File: config.mk
export PLATFORM = sky130hd
export DESIGN_NAME = fifo_wr_ctrl
export DESIGN_NICKNAME = d
export VERILOG_FILES = /design/src/rtl/fifo_wr_ctrl.sv
export SDC_FILE = /design/constraint.sdc
export NUM_CORES = 1
export LEC_CHECK = 0
export BUFFER_PORTS_ARGS = -buffer_cell sky130_fd_sc_hd__buf_2
export CAP_MARGIN = 20
export CORE_UTILIZATION = 47
export CTS_CLUSTER_DIAMETER = 30
export DETAILED_ROUTE_END_ITERATION = 6
export PLACE_DENSITY_LB_ADDON = 0.15
export SLEW_MARGIN = 10
export SYNTH_ARGS = -nofsm -noshare
export SYNTH_HDL_FRONTEND = slang
export SYNTH_SLANG_ARGS = --single-unit
File: constraint.sdc
create_clock -name clk -period 2.8 [get_ports clk]
set_input_delay 0.14 -clock clk [delete_from_list [all_inputs] [get_ports clk]]
set_output_delay 0.14 -clock clk [all_outputs]
set_load 0.05 [all_outputs]
File: src/rtl/fifo_wr_ctrl.sv
// Write-side pointer controller: gates writes against the full flag, keeps a binary
// write counter with a registered Gray copy, and reports fill level, almost-full and overflow.
module fifo_wr_ctrl #(
  parameter int SIZE     = 4,
  parameter int AF_LEVEL = 6
) (
  input  logic            clk,
  input  logic            rst_n,
  input  logic            wr_req,
  input  logic            f_flag,
  input  logic [SIZE-1:0] r_pointer,
  input  logic            clr_ovf,
  output logic [SIZE-1:0] w_pointer,
  output logic [SIZE-2:0] w_addr,
  output logic            mem_we,
  output logic [SIZE-1:0] w_count,
  output logic            almost_full,
  output logic            overflow
);

  localparam logic [SIZE-1:0] ONE_C      = {{(SIZE-1){1'b0}}, 1'b1};
  localparam logic [SIZE-1:0] AF_LEVEL_C = SIZE'(AF_LEVEL);

  function automatic logic [SIZE-1:0] bin2gray(input logic [SIZE-1:0] b);
    return b ^ (b >> 1);
  endfunction

  // Prefix XOR from the MSB down.
  function automatic logic [SIZE-1:0] gray2bin(input logic [SIZE-1:0] g);
    logic [SIZE-1:0] b;
    b = g;
    for (int i = SIZE - 2; i >= 0; i--) begin
      b[i] = b[i+1] ^ g[i];
    end
    return b;
  endfunction

  logic [SIZE-1:0] w_bin_r;
  logic [SIZE-1:0] w_ptr_r;
  logic            ovf_r;
  logic            af_r;

  logic            accept_s;
  logic [SIZE-1:0] w_bin_next_s;
  logic [SIZE-1:0] r_bin_s;
  logic [SIZE-1:0] w_count_s;
  logic [SIZE-1:0] w_count_next_s;
  logic            ovf_next_s;

  // Accept gating, next write counter, fill level and overflow next-state.
  always_comb begin
    accept_s       = 1'b0;
    w_bin_next_s   = w_bin_r;
    ovf_next_s     = ovf_r;
    r_bin_s        = gray2bin(r_pointer);

    // An in-flight write is dropped while reset is held.
    if (rst_n) begin
      accept_s = wr_req & ~f_flag;
    end else begin
      accept_s = 1'b0;
    end

    if (accept_s) begin
      w_bin_next_s = w_bin_r + ONE_C;
    end else begin
      w_bin_next_s = w_bin_r;
    end

    // A refused write wins over a same-cycle clear.
    if (wr_req && f_flag) begin
      ovf_next_s = 1'b1;
    end else if (clr_ovf) begin
      ovf_next_s = 1'b0;
    end else begin
      ovf_next_s = ovf_r;
    end

    w_count_s      = w_bin_r - r_bin_s;
    w_count_next_s = w_bin_next_s - r_bin_s;
  end

  // Write counter, Gray pointer, overflow and almost-full registers.
  always_ff @(posedge clk or negedge rst_n) begin
    if (!rst_n) begin
      w_bin_r <= {SIZE{1'b0}};
      w_ptr_r <= {SIZE{1'b0}};
      ovf_r   <= 1'b0;
      af_r    <= 1'b0;
    end else begin
      w_bin_r <= w_bin_next_s;
      w_ptr_r <= bin2gray(w_bin_next_s);
      ovf_r   <= ovf_next_s;
      af_r    <= (w_count_next_s >= AF_LEVEL_C);
    end
  end

  assign w_pointer   = w_ptr_r;
  assign w_addr      = w_bin_r[SIZE-2:0];
  assign mem_we      = accept_s;
  assign w_count     = w_count_s;
  assign almost_full = af_r;
  assign overflow    = ovf_r;

endmodule

==> flow_summary.json, run 1 <==
{
  "status": "complete, no violations",
  "cp.required_ps": 2930,
  "layout.nets": 112,
  "maxCapViolCount": 0,
  "cp_max_fo": 11,
  "cts.path.max_buffers": 2,
  "boundaryPins": 23,
  "r2r_end": "almost_full$_DFF_PN0_",
  "yosys_warnings": 0,
  "multi_input_area_sq_um": 399.1,
  "area_delta_synth_final_pct": 23.55,
  "endpoint_kind": "register",
  "ys_seq_area_share_pct": 33.64,
  "drtIter0Drc": 12,
  "dr.pass1.iters": 3,
  "min_path_type": "in2reg",
  "synth_edf_count": 0,
  "synth_area_leader_cell": "dfrtp_1",
  "finalSetupTns_ps": 0,
  "fin_crit_sh_pct": 87.69,
  "clock_skew_ps": 3.633,
  "ys_ff_latch": 9,
  "ctsHtreeMaxLevel": 1,
  "rsz0062_at_grt": "no",
  "regToRegSetupSlack_ps": 610,
  "crit_path_start_kind": "input pin",
  "hold_start": "clr_ovf",
  "async_flop_share_pct": 100.0,
  "wl_per_cell_microns": 11.24,
  "avgSynthCellArea_sq_um": 9.991,
  "dp_hpwl_microns": 961.5,
  "final-setup-viol-count": 0,
  "slew_headroom_pct": 75.80,
  "cts_tree": "done",
  "synth_area_sq_um": 669.4,
  "r2r_start": "w_bin_r[1]$_DFF_PN0_",
  "routed_wirelength_mm": 1.214,
  "dieWidth_microns": 39.74,
  "tightest_slew_ps": 359.1,
  "grt_max_degree": 12,
  "yosys_most_used_dff": "dfrtp_1",
  "whs_path_depth": 2,
  "cp.arrival_ps": 2580,
  "clock_latency_ps": 250,
  "vias": 520,
  "ant_nets": 0,
  "final_max_slew_viol_count": 0,
  "die_y_microns": 39.74,
  "antenna_cells": 0,
  "drive_above_1_share_pct": 29.03,
  "die-area_sq_um": 1579,
  "drc": 0,
  "start_util_pct": 50.81,
  "hold_viol_final": 0,
  "final_common_cell": "buf_2",
  "core-area_sq_um": 1318,
  "yosysUniqueCellTypes": 18,
  "layout_min_cycle_time_ps": 2455,
  "synthCells": 67,
  "synth_top_area_share_pct": 33.64,
  "rows": 13,
  "crit_type": "in2reg",
  "synth_area_leaders": "dfrtp_1 34%, ha_1 13%, xnor2_1 12%",
  "cts-root-buf": "clkbuf_4",
  "ff2ff_path_depth": 9,
  "clk_pin_slew_ps": 60,
  "seqCellArea_sq_um": 225.2,
  "syn_nets": 85,
  "cts_resized": 0,
  "viasPerCell": 4.815,
  "whs_endpoint": "overflow$_DFFE_PN0P_",
  "mostFrequentLayoutCells": "22 x buf_2, 10 x inv_1, 9 x xnor2_1, 9 x dfrtp_1, 7 x ha_1",
  "grt_pass1_vias": 476,
  "grt_pass1_wl_mm": 1.945,
  "globalplace.congestion": 0.7555,
  "fillCellCount": 113,
  "max_clock_freq_mhz": 407.3,
  "clock-sinks": 9,
  "numPortBuffers": 22,
  "cts-buffers-inserted": 3,
  "gr-total-overflow": 0,
  "antenna_found_initial": 0,
  "globalRouteTotalUtil_pct": 19.19
}
==> how the worst max path moves through the flow <==
stage,from,to
2_1_floorplan,w_bin_r[0]$_DFF_PN0_,w_count[2]
3_3_place_gp,r_pointer[2],w_count[3]
3_5_place_dp,r_pointer[2],w_count[3]
4_1_cts,rst_n,almost_full$_DFF_PN0_
5_1_grt,rst_n,almost_full$_DFF_PN0_
6_report,rst_n,almost_full$_DFF_PN0_
==> worst max-delay path: stages <==
cell and delay (ps):
dlygate4sd3_1 520, buf_2 230, and3b_1 420, xnor2_1 150
ha_1 250, fa_1 380, xor2_1 140, nor2_1 70
nor3b_1 190, mux2i_1 100
==> layout make-up <==
class | count | area share [%]
tap | 15 | 2.269
timing repair buffer | 23 | 14.52
multi-input combinational | 47 | 48.26
inverter | 10 | 4.539
sequential | 9 | 27.23
clock buffer | 4 | 3.177
==> Yosys cell counts, types with 2 or more instances <==
cell type and n:
a21oi_1 6, dfrtp_1 9, fa_1 2, ha_1 7, inv_1 10, mux2i_1 2, nand2_1 5, nor2_1 2
o21ai_0 3, xnor2_1 9, xor2_1 5
==> flip-flops by register name, summed over array words and instances (netlist names) <==
name / count
w_bin_r: 4
w_pointer: 3
almost_full: 1
overflow: 1
==> cell families after synthesis <==
group                    after synthesis  share of synthesized area [%]
flip-flops                             9                          33.65
XOR/XNOR                              15                          20.75
multiplexers                           2                          2.991
AO/OA/AOI/OAI                         10                          7.850
adder cells (fa/ha/maj)                9                          19.07
buffers and inverters                 11                          6.730
AND/OR/NAND/NOR                       11                          8.974
==> per-layer routing <==
metal	vias to the layer above	routed length, microns	track usage (%)
li1	267	-	-
met1	234	504	22.22
met2	17	646	34.02
met3	2	47	3.409
met4	0	15	7.759
met5	-	0	0
==> metrics by stage <==
step / setup WS [ps] / instances / area, sq um / util, % / hold slack (ps)
global placement: 568.2 / 103 / 790.8 / 60.02 / 2.946
finish: 344.8 / 108 / 827.0 / 62.77 / 81.37
floorplan: 381.8 / 67 / 669.4 / - / -155.6
detailed placement: 484.7 / 103 / 790.8 / 60.02 / 8.193
CTS: 324.8 / 108 / 827.0 / 62.77 / 78.54
global route: 75.43 / 108 / 827.0 / 62.77 / 78.27
==> timing repair <==
item,4_1_cts,5_1_grt
hold buffers,1,0
hold endpoints to repair,9,0
buffers inserted,0,0
Power of run 1 is not shown: default switching activity piles up to over one toggle a cycle in this logic, so the estimate is an artifact.
==> inputs of run 2 (changes only) <==
--- a/config.mk
+++ b/config.mk
@@ -11,6 +11,7 @@
 export CTS_CLUSTER_DIAMETER = 30
 export DETAILED_ROUTE_END_ITERATION = 6
 export PLACE_DENSITY_LB_ADDON = 0.15
+export REMOVE_ABC_BUFFERS = 1
 export SLEW_MARGIN = 10
 export SYNTH_ARGS = -nofsm -noshare
 export SYNTH_HDL_FRONTEND = slang
==> run 2 against run 1 <==
Effect of this change: design area did not move; utilization did not move; non-clock buffer count did not move; via count rose by 1.2%; die area did not move; register-to-register slack improved by 30 ps; critical path type unchanged; sequential cell count did not move.
==> flow_summary.json, run 2 (synthesis results as in run 1) <==
{
  "antenna_found_initial": 0,
  "slew_headroom_pct": 74.52,
  "cts_tree": "done",
  "hold_start": "clr_ovf",
  "area_delta_synth_final_pct": 23.55,
  "grt_pass1_vias": 485,
  "crit_type": "in2reg",
  "boundaryPins": 23,
  "crit_path_start_kind": "input pin",
  "max_clock_freq_mhz": 414.0,
  "final_common_cell": "buf_2",
  "viasPerCell": 4.870,
  "ant_nets": 0,
  "numPortBuffers": 22,
  "final_max_slew_viol_count": 0,
  "grt_max_degree": 12,
  "cts-buffers-inserted": 3,
  "gr-total-overflow": 0,
  "final-setup-viol-count": 0,
  "routed_wirelength_mm": 1.190,
  "fin_crit_sh_pct": 86.27,
  "clock-sinks": 9,
  "globalplace.congestion": 0.7278,
  "start_util_pct": 50.81,
  "wl_per_cell_microns": 11.02,
  "finalSetupTns_ps": 0,
  "grt_pass1_wl_mm": 1.945,
  "rsz0062_at_grt": "no",
  "cp_max_fo": 11,
  "ctsHtreeMaxLevel": 1,
  "mostFrequentLayoutCells": "22 x buf_2, 10 x inv_1, 9 x xnor2_1, 9 x dfrtp_1, 7 x ha_1",
  "dieWidth_microns": 39.74,
  "drc": 0,
  "rows": 13,
  "slowest_delay_ps": 530,
  "cts.path.max_buffers": 2,
  "clk_pin_slew_ps": 60,
  "critPathBufInv": 3,
  "tightest_slew_ps": 378.2,
  "r2r_start": "w_bin_r[0]$_DFF_PN0_",
  "hold_viol_final": 0,
  "whs_path_depth": 2,
  "cp_top_family": "buffers and inverters",
  "clock_skew_ps": 0.2609,
  "cts_setup_buffers": 0,
  "drtIter0Drc": 2,
  "dp_hpwl_mm": 1.000,
  "crit_chain": "dlygate4sd3_1 > buf_2 > and3b_1 > o21ai_0 > inv_1 > fa_1 > xor2_1 > nor2_1 > nor3b_1 > mux2i_1",
  "antenna_cells": 0,
  "globalRouteTotalUtil_pct": 19.50,
  "vias": 526,
  "layout.nets": 112,
  "cts-root-buf": "clkbuf_4",
  "dr.pass1.iters": 2,
  "clock_latency_ps": 250,
  "core-area_sq_um": 1318,
  "cp_slowest_cell": "dlygate4sd3_1",
  "die-area_sq_um": 1579,
  "drive_above_1_share_pct": 29.03,
  "ff2ff_path_depth": 9,
  "whs_endpoint": "overflow$_DFFE_PN0P_",
  "largest_register": "w_bin_r",
  "cp.required_ps": 2930,
  "die_y_microns": 39.74,
  "cp.arrival_ps": 2550,
  "largest_register_ff_count": 4,
  "maxCapViolCount": 0,
  "status": "complete, no violations",
  "min_path_type": "in2reg",
  "endpoint_kind": "register",
  "layout_min_cycle_time_ps": 2416,
  "r2r_end": "almost_full$_DFF_PN0_",
  "regToRegSetupSlack_ps": 640
}
==> run 2: cell counts in the layout (fill, tap and decap cells not counted) <==
Identical to the previous run, type by type.
==> run 2: cell type report <==
cell class / instances / area (sq um)
multi-input combinational: 47 / 399.1
inverter: 10 / 37.54
timing repair buffer: 23 / 120.1
sequential: 9 / 225.2
tap: 15 / 18.77
fill: 116 / 490.5
clock buffer: 4 / 26.28
==> run 2: worst register-to-register path: stages, from the launching register on <==
cell and delay (ps):
dfrtp_1 460, ha_1 370, nand2_1 60, o21ai_0 170, inv_1 110, fa_1 410
xor2_1 130, nor2_1 70, nor3b_1 170, mux2i_1 90
==> run 2: repair_timing <==
item | CTS | global route
hold buffers | 1 | 0
resized for setup | 0 | 0
hold endpoints to repair | 9 | 0
==> run 2: through the flow <==
stage	hold WS [ps]	area (sq um)	instances	setup slack, ps	utilization (%)
3_5_place_dp	4.448	790.8	103	595.8	60.02
4_1_cts	99.57	827.0	108	383.1	62.77
3_3_place_gp	-0.6295	790.8	103	593.8	60.02
6_report	102.0	827.0	108	384.5	62.77
2_1_floorplan	-155.6	661.9	66	381.8	-
5_1_grt	108.2	827.0	108	163.1	62.77
==> run 2: metal layers <==
metal | share of wire, % | track usage [%] | up-vias
met4 | 2.4 | 15.52 | 0
met5 | 0 | 0 | -
met3 | 3.5 | 3.409 | 4
li1 | - | - | 270
met1 | 43 | 21.40 | 236
met2 | 51 | 32.38 | 16
==> run 2: how the worst max path moves through the flow <==
stage                         start               endpoint  slack, ps  cells after the start
6_report                      rst_n  almost_full$_DFF_PN0_        380                     10
2_1_floorplan  w_bin_r[0]$_DFF_PN0_             w_count[2]        380                      4
4_1_cts                       rst_n  almost_full$_DFF_PN0_        380                     10
3_5_place_dp           r_pointer[2]             w_count[3]        600                     10
3_3_place_gp           r_pointer[2]             w_count[3]        590                     10
5_1_grt                       rst_n  almost_full$_DFF_PN0_        160                     11
Power of run 2 is left out for the same reason.
==> inputs of run 3 (changes only) <==
==> constraint.sdc (replaced) <==
create_clock -name clk -period 2.6 [get_ports clk]
set_input_delay 0.13 -clock clk [delete_from_list [all_inputs] [get_ports clk]]
set_output_delay 0.13 -clock clk [all_outputs]
set_load 0.05 [all_outputs]
==> run 3 against run 2 <==
Effect of this change: setup slack got worse by 94 ps; design area rose by 0.15%; sequential share of layout area barely moved; critical path depth did not move; cell count did not move; utilization rose by 0.095 points.
==> flow_summary.json, run 3 (synthesis results as in run 1) <==
{
  "cp_top_family": "buffers and inverters",
  "min_path_type": "in2reg",
  "grt_pass1_vias": 440,
  "critPathBufInv": 2,
  "cp.arrival_ps": 2440,
  "hold_viol_final": 0,
  "start_util_pct": 50.81,
  "maxCapViolCount": 0,
  "slowest_delay_ps": 530,
  "numPortBuffers": 22,
  "endpoint_kind": "register",
  "cp.required_ps": 2730,
  "grt_max_degree": 12,
  "mostFrequentLayoutCells": "22 x buf_2, 10 x inv_1, 9 x xnor2_1, 9 x dfrtp_1, 7 x ha_1",
  "slew_headroom_pct": 76.47,
  "crit_path_start_kind": "input pin",
  "finalSetupTns_ps": 0,
  "viasPerCell": 4.815,
  "crit_chain": "dlygate4sd3_1 > buf_2 > and3b_2 > xnor2_1 > ha_1 > fa_1 > xor2_1 > nor2_1 > nor3b_1 > mux2i_1",
  "fin_ws_ps": 290.6,
  "whs_endpoint": "overflow$_DFFE_PN0P_",
  "layout.nets": 112,
  "r2r_end": "almost_full$_DFF_PN0_",
  "largest_register": "w_bin_r",
  "grt_util_met3_pct": 1.705,
  "cp.depth": 10,
  "wl_per_cell_microns": 10.80,
  "cts.path.max_buffers": 2,
  "max_clock_freq_mhz": 433.0,
  "use_met2_pct": 31.15,
  "hold_start": "clr_ovf",
  "area_delta_synth_final_pct": 23.74,
  "antenna_found_initial": 0,
  "seqCellArea_sq_um": 225.2,
  "core-area_sq_um": 1318,
  "pre_cts_slack_ps": 366.9,
  "ctsHtreeMaxLevel": 1,
  "routed_wirelength_mm": 1.166,
  "busiest_layer": "met2",
  "grt_util_met1_pct": 20.83,
  "tightest_slew_ps": 351.8,
  "final-setup-viol-count": 0,
  "drtIter0Drc": 5,
  "grt_pass1_wl_mm": 1.828,
  "drive_above_1_share_pct": 30.11,
  "dieWidth_microns": 39.74,
  "die-area_sq_um": 1579,
  "rows": 13,
  "die_y_microns": 39.74,
  "design_area_sq_um": 828.3,
  "ff2ff_path_depth": 9,
  "r2r_start": "w_bin_r[0]$_DFF_PN0_",
  "crit_type": "in2reg",
  "cts-buffers-inserted": 3,
  "ant_nets": 0,
  "rsz0062_at_grt": "no",
  "clock_skew_ps": 1.206,
  "fin_crit_sh_pct": 88.82,
  "cts_tree": "done",
  "globalRouteTotalUtil_pct": 18.60,
  "vias": 520,
  "antenna_cells": 0,
  "fillCellCount": 122,
  "gr-total-overflow": 0,
  "clk_pin_slew_ps": 60,
  "multi_input_area_sq_um": 400.4,
  "final_common_cell": "buf_2",
  "dp_hpwl_microns": 974.4,
  "layout_min_cycle_time_ps": 2309,
  "whs_path_depth": 2,
  "drc": 0,
  "clock_latency_ps": 250,
  "final_max_slew_viol_count": 0,
  "cp_max_fo": 11,
  "regToRegSetupSlack_ps": 490,
  "clock-sinks": 9,
  "globalplace.congestion": 0.7116,
  "boundaryPins": 23,
  "dpl_cell_area_sq_um": 790.8,
  "largest_register_ff_count": 4,
  "cp_slowest_cell": "dlygate4sd3_1",
  "dr.pass1.iters": 4,
  "cts-root-buf": "clkbuf_4",
  "status": "complete, no violations"
}
==> run 3: changes by cell type in the layout (fill, tap and decap cells not counted) <==
cell and change:
and3b_2 +1, o21ai_0 -1, and3b_1 -1, o21ai_1 +1
==> run 3: how the worst max path moves through the flow <==
| stage | end | startpoint | slack (ps) |
|---|---|---|---|
| global placement | w_count[3] | r_pointer[2] | 410 |
| CTS | almost_full$_DFF_PN0_ | rst_n | 180 |
| finish | almost_full$_DFF_PN0_ | rst_n | 290 |
| detailed placement | almost_full$_DFF_PN0_ | r_pointer[2] | 370 |
| floorplan | w_count[2] | w_bin_r[0]$_DFF_PN0_ | 190 |
| global route | almost_full$_DFF_PN0_ | rst_n | 60 |
==> run 3: per-stage QoR <==
step | std cells | hold WS [ps] | util (%)
2_1_floorplan | 66 | -165.6 | -
3_3_place_gp | 103 | -10.54 | 60.02
3_5_place_dp | 103 | -6.025 | 60.02
4_1_cts | 108 | 88.45 | 62.77
5_1_grt | 108 | 108.8 | 62.87
6_report | 108 | 103.8 | 62.87
==> run 3: layout make-up <==
| cell class | instances | share of cell area [%] |
|---|---|---|
| multi-input cells | 47 | 48.34 |
| repair buffers | 23 | 14.50 |
| flip-flops and latches | 9 | 27.19 |
| well taps | 15 | 2.266 |
| inverters | 10 | 4.532 |
| clock buffers | 4 | 3.172 |
==> run 3: what timing repair did <==
action	CTS	global route
hold buffers	1	0
setup endpoints to repair	0	1
resized for setup	0	2
hold endpoints to repair	9	0
buffers inserted	0	0
==> run 3: worst register-to-register path: cells and delay by family, from the launching register on <==
kind	cells	cell delay [ps]
buffers and inverters	1	100
flip-flops	1	450
AND/OR/NAND/NOR	3	310
XOR/XNOR	1	140
adder cells (fa/ha/maj)	2	770
AO/OA/AOI/OAI	1	140
multiplexers	1	90
==> run 3: layer usage <==
layer	part of all wire, %	vias up
met5	0	-
met4	1.7	0
met3	3.1	2
met2	52	14
met1	43	238
li1	-	266
Power of run 3 is left out for the same reason.
